### src/rtl/rtc_bus_pkg.sv
// -----------------------------------------------------------------------------
// rtc_bus_pkg
// Shared definitions for the RTC multiplexed address/data bus controller:
//   - state_t      : transaction sequencer state encoding
//   - DEF_T_STROBE : default strobe-low length (cycles)
//   - DEF_T_GAP    : default bus-release length (cycles)
//   - BUS_IDLE     : value driven on the AD bus when not driving (all-ones)
//   - phase_len()  : cycles spent in each sequencer state
// -----------------------------------------------------------------------------
package rtc_bus_pkg;

    typedef enum logic [3:0] {
        IDLE,
        ADDR_AD,
        ADDR_CS,
        ADDR_WR,
        ADDR_END,
        TURN,
        DATA_CS,
        DATA_STB,
        DATA_END,
        GAP
    } state_t;

    localparam int DEF_T_STROBE = 6;
    localparam int DEF_T_GAP    = 8;

    // Wide enough for any sensible bus width; users slice [DATA_W-1:0].
    localparam logic [63:0] BUS_IDLE = '1;

    // ADDR_END releases wr, cs, ad one per cycle; DATA_END releases the
    // strobe, then cs.
    function automatic int phase_len(state_t s, int t_strobe, int t_gap);
        int len;
        case (s)
            ADDR_WR, DATA_STB: len = t_strobe;
            TURN, GAP:         len = t_gap;
            ADDR_END:          len = 3;
            DATA_END:          len = 2;
            default:           len = 1;
        endcase
        return len;
    endfunction

endpackage

### src/rtl/rtc_ad_xfer.sv
// -----------------------------------------------------------------------------
// rtc_ad_xfer
// Single-transaction strobe sequencer for the RTC multiplexed AD bus.
// Runs one address phase, a bus turnaround, one data phase and a release gap.
// At the end of the gap it either chains straight into the next transaction
// (cont=1) or returns to IDLE.
//
// Ports:
//   clock, reset      : clock / asynchronous active-low reset
//   go                : start a transaction (honoured in IDLE only)
//   cont              : sampled at the end of GAP; 1 = chain another transaction
//   is_write          : current transaction is a write (stable after go)
//   addr, wdata       : address and write payload to drive
//   ad, cs, wr, rd    : active-low bus strobes
//   ADout, Pup        : bus drive value and read pull-up enable
//   idle              : sequencer is in IDLE
//   done              : last cycle of GAP (transaction complete)
//   sample            : last cycle of a read strobe; capture ADin on this edge
// -----------------------------------------------------------------------------
module rtc_ad_xfer
    import rtc_bus_pkg::*;
#(
    parameter int DATA_W   = 8,
    parameter int T_STROBE = DEF_T_STROBE,
    parameter int T_GAP    = DEF_T_GAP
) (
    input  logic              clock,
    input  logic              reset,
    input  logic              go,
    input  logic              cont,
    input  logic              is_write,
    input  logic [DATA_W-1:0] addr,
    input  logic [DATA_W-1:0] wdata,
    output logic              ad,
    output logic              cs,
    output logic              wr,
    output logic              rd,
    output logic [DATA_W-1:0] ADout,
    output logic              Pup,
    output logic              idle,
    output logic              done,
    output logic              sample
);

    localparam int T_MAX = (T_STROBE > T_GAP) ? T_STROBE : T_GAP;
    localparam int CNT_W = $clog2(T_MAX + 1);

    state_t           state, state_n;
    logic [CNT_W-1:0] cnt, cnt_n;
    logic             last;

    // Final cycle of the current phase.
    assign last   = (cnt == CNT_W'(phase_len(state, T_STROBE, T_GAP) - 1));
    assign idle   = (state == IDLE);
    assign done   = (state == GAP) && last;
    // rd returns high on the edge that ends DATA_STB, so ADin is captured there.
    assign sample = (state == DATA_STB) && last && !is_write;

    // NOTE: sequential state uses non-blocking (<=) so every register in the
    // design updates from the same pre-edge values.
    always_ff @(posedge clock or negedge reset) begin
        if (!reset) begin
            state <= IDLE;
            cnt   <= '0;
        end else begin
            state <= state_n;
            cnt   <= cnt_n;
        end
    end

    // NOTE: every signal written here gets a default first; a path that
    // leaves one unassigned would infer a latch.
    always_comb begin
        state_n = state;
        ad      = 1'b1;
        cs      = 1'b1;
        wr      = 1'b1;
        rd      = 1'b1;
        ADout   = BUS_IDLE[DATA_W-1:0];
        Pup     = 1'b0;

        unique case (state)
            IDLE: begin
                if (go) state_n = ADDR_AD;
            end
            ADDR_AD: begin
                ad = 1'b0;
                if (last) state_n = ADDR_CS;
            end
            ADDR_CS: begin
                ad = 1'b0;
                cs = 1'b0;
                if (last) state_n = ADDR_WR;
            end
            ADDR_WR: begin
                ad    = 1'b0;
                cs    = 1'b0;
                wr    = 1'b0;
                ADout = addr;
                if (last) state_n = ADDR_END;
            end
            ADDR_END: begin
                // Address held while the strobes release: wr, then cs, then ad.
                ADout = addr;
                cs    = (cnt != '0);
                ad    = (cnt == CNT_W'(2));
                if (last) state_n = TURN;
            end
            TURN: begin
                if (is_write) ADout = wdata;
                else          Pup   = 1'b1;
                if (last) state_n = DATA_CS;
            end
            DATA_CS: begin
                cs = 1'b0;
                if (is_write) ADout = wdata;
                if (last) state_n = DATA_STB;
            end
            DATA_STB: begin
                cs = 1'b0;
                if (is_write) begin
                    wr    = 1'b0;
                    ADout = wdata;
                end else begin
                    rd = 1'b0;
                end
                if (last) state_n = DATA_END;
            end
            DATA_END: begin
                cs = (cnt != '0);
                if (is_write) ADout = wdata;
                if (last) state_n = GAP;
            end
            GAP: begin
                if (last) state_n = cont ? ADDR_AD : IDLE;
            end
            default: state_n = IDLE;
        endcase

        // Phase counter restarts on every state change and rests at 0 in IDLE.
        if (state_n != state || state == IDLE) cnt_n = '0;
        else                                   cnt_n = cnt + CNT_W'(1);
    end

endmodule

### src/rtl/rtc_ad_bus_ctrl.sv
// -----------------------------------------------------------------------------
// rtc_ad_bus_ctrl
// Bus master for an RTC on a multiplexed address/data bus. A rising edge on
// start reads NUM_REGS registers (addresses from addr_table) into regs_out;
// wr_req performs a single-register write. Writes win arbitration in IDLE but
// never interrupt a scan in progress.
//
// Ports:
//   clock, reset        : clock / asynchronous active-low reset
//   start               : level; rising edge requests one scan
//   addr_table          : scan addresses, entry i at [i*DATA_W +: DATA_W]
//   wr_req/addr/data    : write request (held until wr_ack), target, payload
//   wr_ack              : one-cycle pulse on write completion
//   ADin, ADout, Pup    : bus read data, bus drive value, read pull-up enable
//   ad, cs, wr, rd      : active-low bus strobes
//   regs_out            : last read value per entry, packed like addr_table
//   scan_done           : one-cycle pulse at the end of a scan
//   busy                : a transaction or scan is in progress
// -----------------------------------------------------------------------------
module rtc_ad_bus_ctrl
    import rtc_bus_pkg::*;
#(
    parameter int DATA_W   = 8,
    parameter int NUM_REGS = 10,
    parameter int T_STROBE = DEF_T_STROBE,
    parameter int T_GAP    = DEF_T_GAP
) (
    input  logic                       clock,
    input  logic                       reset,
    input  logic                       start,
    input  logic [NUM_REGS*DATA_W-1:0] addr_table,
    input  logic                       wr_req,
    input  logic [DATA_W-1:0]          wr_addr,
    input  logic [DATA_W-1:0]          wr_data,
    output logic                       wr_ack,
    input  logic [DATA_W-1:0]          ADin,
    output logic [DATA_W-1:0]          ADout,
    output logic                       Pup,
    output logic                       ad,
    output logic                       cs,
    output logic                       wr,
    output logic                       rd,
    output logic [NUM_REGS*DATA_W-1:0] regs_out,
    output logic                       scan_done,
    output logic                       busy
);

    logic              start_q;
    logic              start_armed;
    logic              start_rise;
    logic              pending;
    logic              wr_mode;
    logic [3:0]        idx;
    logic              last_entry;
    logic              accept_wr;
    logic              accept_scan;
    logic              cont;
    logic [DATA_W-1:0] scan_addr;
    logic [DATA_W-1:0] xfer_addr;
    logic              xfer_idle;
    logic              xfer_done;
    logic              xfer_sample;

    // start_armed is only set once start has been seen low, so a level that
    // is already high when reset releases never counts as an edge.
    assign start_rise  = start && !start_q && start_armed;

    assign accept_wr   = xfer_idle && wr_req;
    assign accept_scan = xfer_idle && !wr_req && (pending || start_rise);
    assign last_entry  = (idx == 4'(NUM_REGS - 1));
    assign cont        = !wr_mode && !last_entry;

    assign busy        = !xfer_idle;
    assign wr_ack      = xfer_done && wr_mode;
    assign scan_done   = xfer_done && !wr_mode && last_entry;

    always_comb begin
        scan_addr = '0;
        for (int i = 0; i < NUM_REGS; i++) begin
            if (idx == 4'(i)) scan_addr = addr_table[i*DATA_W +: DATA_W];
        end
    end

    assign xfer_addr = wr_mode ? wr_addr : scan_addr;

    always_ff @(posedge clock or negedge reset) begin
        if (!reset) begin
            start_q     <= 1'b0;
            start_armed <= 1'b0;
            pending     <= 1'b0;
            wr_mode     <= 1'b0;
            idx         <= '0;
            // NOTE: regs_out is a handful of flops, not a RAM, so it is reset
            // like any other state and reads back as zero after reset.
            regs_out    <= '0;
        end else begin
            start_q     <= start;
            start_armed <= start_armed || !start;

            // One pending scan at most; an edge coinciding with a scan
            // acceptance is absorbed by that scan.
            if (accept_scan)     pending <= 1'b0;
            else if (start_rise) pending <= 1'b1;

            if (accept_wr)        wr_mode <= 1'b1;
            else if (accept_scan) wr_mode <= 1'b0;

            if (xfer_done && !wr_mode) idx <= last_entry ? 4'd0 : idx + 4'd1;

            if (xfer_sample) begin
                for (int i = 0; i < NUM_REGS; i++) begin
                    if (idx == 4'(i)) regs_out[i*DATA_W +: DATA_W] <= ADin;
                end
            end
        end
    end

    rtc_ad_xfer #(
        .DATA_W   (DATA_W),
        .T_STROBE (T_STROBE),
        .T_GAP    (T_GAP)
    ) u_xfer (
        .clock    (clock),
        .reset    (reset),
        .go       (accept_wr || accept_scan),
        .cont     (cont),
        .is_write (wr_mode),
        .addr     (xfer_addr),
        .wdata    (wr_data),
        .ad       (ad),
        .cs       (cs),
        .wr       (wr),
        .rd       (rd),
        .ADout    (ADout),
        .Pup      (Pup),
        .idle     (xfer_idle),
        .done     (xfer_done),
        .sample   (xfer_sample)
    );

endmodule

### config.mk
export PLATFORM = sky130hd
export DESIGN_NAME = rtc_ad_bus_ctrl
export DESIGN_NICKNAME = d
export VERILOG_FILES = /design/src/rtl/rtc_bus_pkg.sv /design/src/rtl/rtc_ad_xfer.sv /design/src/rtl/rtc_ad_bus_ctrl.sv
export SDC_FILE = /design/constraint.sdc
export NUM_CORES = 1
export LEC_CHECK = 0
export CAP_MARGIN = 10
export CORE_MARGIN = 5
export CORE_UTILIZATION = 40
export DETAILED_ROUTE_END_ITERATION = 16
export PLACE_DENSITY = 0.77
export SLEW_MARGIN = 40
export SYNTH_ARGS = -nofsm -noshare
export SYNTH_HDL_FRONTEND = slang
export SYNTH_SLANG_ARGS = --single-unit
export TNS_END_PERCENT = 20
### constraint.sdc
create_clock -name clock -period 2.89 [get_ports clock]
set_input_delay 0.578 -clock clock [delete_from_list [all_inputs] [get_ports clock]]
set_output_delay 0.578 -clock clock [all_outputs]
set_load 0.05 [all_outputs]
==> impl_metrics.xml <==
<?xml version="1.0" encoding="UTF-8"?>
<metrics>
  <group name="clock_tree">
    <metric name="worst_skew_pair.late_latency" unit="ns">0.34</metric>
    <metric name="maximum_buffer_depth_of_the_clock_tree" unit="">2</metric>
    <metric name="clkSlewWorstSetupHoldPaths" unit="ns">0.07</metric>
    <metric name="htree_levels" unit="">3</metric>
    <metric name="cts-hold-fix-buffers" unit="">0</metric>
    <metric name="tritoncts_num_sinks" unit="">96</metric>
    <metric name="tritoncts" unit="">done</metric>
    <metric name="cts_made_buffers" unit="">9</metric>
    <metric name="clock-root-buffer" unit="">clkbuf_16</metric>
  </group>
  <group name="power">
    <metric name="power_leakage" unit="nW">3.457</metric>
    <metric name="power.share.clock" unit="%">18.2</metric>
    <metric name="vdd.ir_drop.worst" unit="uV">460.3</metric>
    <metric name="cellPowerDensity" unit="nW/um^2">931.1</metric>
    <metric name="combinationalPowerShare" unit="%">60.6</metric>
    <metric name="total_switching_power" unit="mW">3.367</metric>
    <metric name="sw_frac_of_total" unit="%">42.23</metric>
    <metric name="power.internal" unit="mW">4.607</metric>
    <metric name="share_seq_of_total_power" unit="%">21.2</metric>
    <metric name="totalPowerFinal" unit="mW">7.974</metric>
  </group>
  <group name="finish">
    <metric name="area_delta_synth_final" unit="%">61.21</metric>
    <metric name="layout-drive-gt1-share" unit="%">31.35</metric>
    <metric name="post-route-cell-area" unit="sq um">8564</metric>
    <metric name="final_util" unit="%">65.19</metric>
    <metric name="layout.filler_cells" unit="">1055</metric>
    <metric name="antenna_cells" unit="">0</metric>
    <metric name="seq_area" unit="sq um">2410</metric>
    <metric name="num-nets-final" unit="">831</metric>
    <metric name="multi_input_gate_area_in_the_final_layout" unit="sq um">2949</metric>
  </group>
  <group name="drt">
    <metric name="drt_first_iter_violations" unit="">219</metric>
    <metric name="postRouteWirelength" unit="um">18660</metric>
    <metric name="drtAntennaViolNets" unit="">0</metric>
    <metric name="detail_route.drc_violations" unit="">0</metric>
    <metric name="post_drt_via_cell_ratio" unit="">5.394</metric>
    <metric name="firstDrtPassIters" unit="">4</metric>
    <metric name="wire_per_inst" unit="um">20.73</metric>
    <metric name="vias" unit="">4855</metric>
  </group>
  <group name="global_routing">
    <metric name="grt_antenna_before_repair" unit="">0</metric>
    <metric name="grt.total_usage" unit="%">23.61</metric>
    <metric name="grt_pass1_vias" unit="">5242</metric>
    <metric name="pin_count_of_the_biggest_net_entering_global_routing" unit="">52</metric>
    <metric name="grt_first_pass_wirelength" unit="um">29600</metric>
    <metric name="total_grt_overflow" unit="">0</metric>
  </group>
  <group name="yosys">
    <metric name="syn_inst_count" unit="">486</metric>
    <metric name="synthDominantCellAreaShare" unit="%">45.22</metric>
    <metric name="ys_ff_latch" unit="">96</metric>
    <metric name="ys_dominant_reg_cell" unit="">dfrtp_1</metric>
    <metric name="mappedNetlistNets" unit="">598</metric>
    <metric name="netlist.top_cell.by_area" unit="">dfrtp_1</metric>
    <metric name="synth_commonest_cells" unit="">dfrtp_1 (96), mux2_2 (83), nand2_1 (30), nor2_1 (23)</metric>
    <metric name="netlist_top_cells_area" unit="">dfrtp_1 (45%), mux2_2 (18%), mux2i_1 (2.8%), nand2_1 (2.1%), o21ai_0 (2.1%)</metric>
    <metric name="edff_count_synth" unit="">0</metric>
    <metric name="post_synth_instance_area" unit="sq um">5313</metric>
    <metric name="yosysWarningCount" unit="">0</metric>
    <metric name="part_of_the_yosys_area_used_for_sequential_elements" unit="%">45.22</metric>
    <metric name="synthesis.area_per_instance" unit="sq um">10.93</metric>
    <metric name="cell_with_the_most_instances_after_synthesis" unit="">dfrtp_1</metric>
    <metric name="synthDistinctLibCells" unit="">59</metric>
    <metric name="asyncSetResetFlopFracSynth" unit="%">100.0</metric>
  </group>
  <group name="timing">
    <metric name="hold_viol_final" unit="">0</metric>
    <metric name="max_frequency" unit="MHz">331.3</metric>
    <metric name="timing.final.max_slew_violations" unit="">0</metric>
    <metric name="final.hold.worst_slack" unit="ns">0.2729</metric>
    <metric name="slew_headroom" unit="%">55.04</metric>
    <metric name="setup_ws" unit="ns">-0.1285</metric>
    <metric name="grt_setup_unrepaired" unit="">true</metric>
    <metric name="finClkSkew" unit="ns">0.005009</metric>
    <metric name="tightest_slew" unit="ns">0.6744</metric>
    <metric name="layout_worst_path_cycle_share" unit="%">104.4</metric>
    <metric name="setup_viol_count_final" unit="">4</metric>
    <metric name="period_needed" unit="ns">3.018</metric>
  </group>
  <group name="critical_path">
    <metric name="cpPeakStageDelay" unit="ns">0.49</metric>
    <metric name="crit_fanout" unit="">12</metric>
    <metric name="critPathRequiredTime" unit="ns">2.31</metric>
    <metric name="worstPathCellList" unit="">nor2b_2, a21oi_4, inv_2, ha_4, xor2_2, xnor2_2, nand2_1, buf_6, nor3_4, buf_12</metric>
    <metric name="cpMaxStageDelayCell" unit="">dfrtp_2</metric>
    <metric name="setup.worst_path.start_class" unit="">flop</metric>
    <metric name="critical_path_class" unit="">flop to output port</metric>
    <metric name="category_of_the_worst_setup_path_capture_point" unit="">output port</metric>
    <metric name="crit_arrival" unit="ns">2.44</metric>
    <metric name="worst-r2r-cell-count" unit="">9</metric>
  </group>
  <group name="die">
    <metric name="fp-row-count" unit="">42</metric>
    <metric name="placeableCoreArea" unit="sq um">13140</metric>
    <metric name="num_io_pins" unit="">204</metric>
    <metric name="fp.dieH" unit="um">125.2</metric>
    <metric name="initial_utilization" unit="%">40.44</metric>
    <metric name="die_width" unit="um">125.2</metric>
    <metric name="floorplan.die_area" unit="sq um">15690</metric>
  </group>
  <group name="place">
    <metric name="gp_routability_congestion" unit="">0.9469</metric>
    <metric name="placement.setup.worst_slack" unit="ns">-0.04277</metric>
    <metric name="dpl_wire_length" unit="um">14100</metric>
    <metric name="placed_cell_area" unit="sq um">7921</metric>
    <metric name="placement.io_buffers" unit="">203</metric>
  </group>
  <group name="run_status">
    <metric name="outcome" unit="">finished, violations left</metric>
    <metric name="violations_in_the_final_reports" unit="">negative setup slack</metric>
  </group>
  <group name="worst_hold_path">
    <metric name="worstHoldPathType" unit="">input port to async pin</metric>
  </group>
  <group name="run">
    <metric name="drv_cap" unit="">0</metric>
  </group>
</metrics>
## path summary, 6_finish.rpt
| check | start | to | slack [ns] |
|---|---|---|---|
| min in group clock | start_armed | start_armed | 0.47 |
| hold reg to reg | start_armed | start_armed | 0.47 |
| hold / removal | reset | regs_out[32] | 0.27 |
| setup / recovery | u_xfer.state[0] | wr_ack | -0.13 |
| max in group asynchronous | reset | idx[2] | 1.90 |
| setup reg to reg | u_xfer.state[0] | regs_out[0] | 0.09 |
## per-stage QoR
step	cells	setup TNS (ns)
3_3_place_gp	868	0
2_1_floorplan	486	-4.306
5_1_grt	900	-1.730
6_report	900	-0.2633
3_5_place_dp	868	-0.2844
4_1_cts	898	-0.2298
## worst max-delay path, delay by kind of cell, from the launching register on
kind	cells	cell delay, ns
buf+inv	3	0.37
simple gates	3	0.50
compound gates	1	0.17
fa+ha+maj	1	0.16
xor+xnor	2	0.42
flops	1	0.49
## metal layers
layer,vias up,track usage [%],part of all wire [%]
met5,-,0,0
met4,0,5.612,1.7
met3,22,8.785,9.0
met2,221,39.51,48
met1,2359,29.13,42
li1,2253,-,-
## cell type report
cell class	instances	area share [%]
timing repair buffer	260	30.17
clock inverter	7	1.665
multi-input combinational	343	34.43
tap	176	2.571
sequential	96	28.14
inverter	9	0.3944
clock buffer	9	2.630
## power by group through the flow
stage,sequential [mW],clock [mW],combinational [mW]
5_1_grt,1.72,1.52,5.13
4_1_cts,1.68,1.47,4.71
2_1_floorplan,1.96,0,2.46
3_3_place_gp,1.69,0,4.31
6_report,1.69,1.45,4.83
3_5_place_dp,1.70,0,4.37
## timing repair
action	in CTS	in global routing
endpoints found under the hold margin	0	0
gates cloned	0	0
gates resized for setup	25	18
endpoints found under the setup margin	24	58
buffers inserted	14	6
pin swaps	13	10
## state kept, by name, summed over array words and instances (netlist names)
name / flops
wr_mode: 1
idx: 4
pending: 1
start_q: 1
regs_out: 80
u_xfer.state: 4
start_armed: 1
u_xfer.cnt: 4
## cells in the final DEF (no fill, tap or decap), types with 7 or more instances in the layout
cell	count
o22ai_1	8
inv_1	7
o21ai_2	7
dfrtp_1	90
mux2_2	82
buf_12	12
clkdlybuf4s50_1	183
clkbuf_16	9
o21ai_0	16
buf_4	57
nor2_1	19
nand2_1	30
a21oi_1	21
nand2b_1	11
nand3_1	9
a211oi_1	7
mux2i_1	15
## cell families (layout without fill, tap and decap cells)
logic type | after synthesis | count (layout) | share of synthesized area, %
simple gates | 130 | 130 | 14.46
mux | 102 | 102 | 21.90
compound gates | 97 | 97 | 12.08
flops | 96 | 96 | 45.22
buf+inv | 47 | 285 | 3.462
xor+xnor | 10 | 10 | 1.931
fa+ha+maj | 4 | 4 | 0.9421
Note: power is estimated with default switching activity, not from simulation.
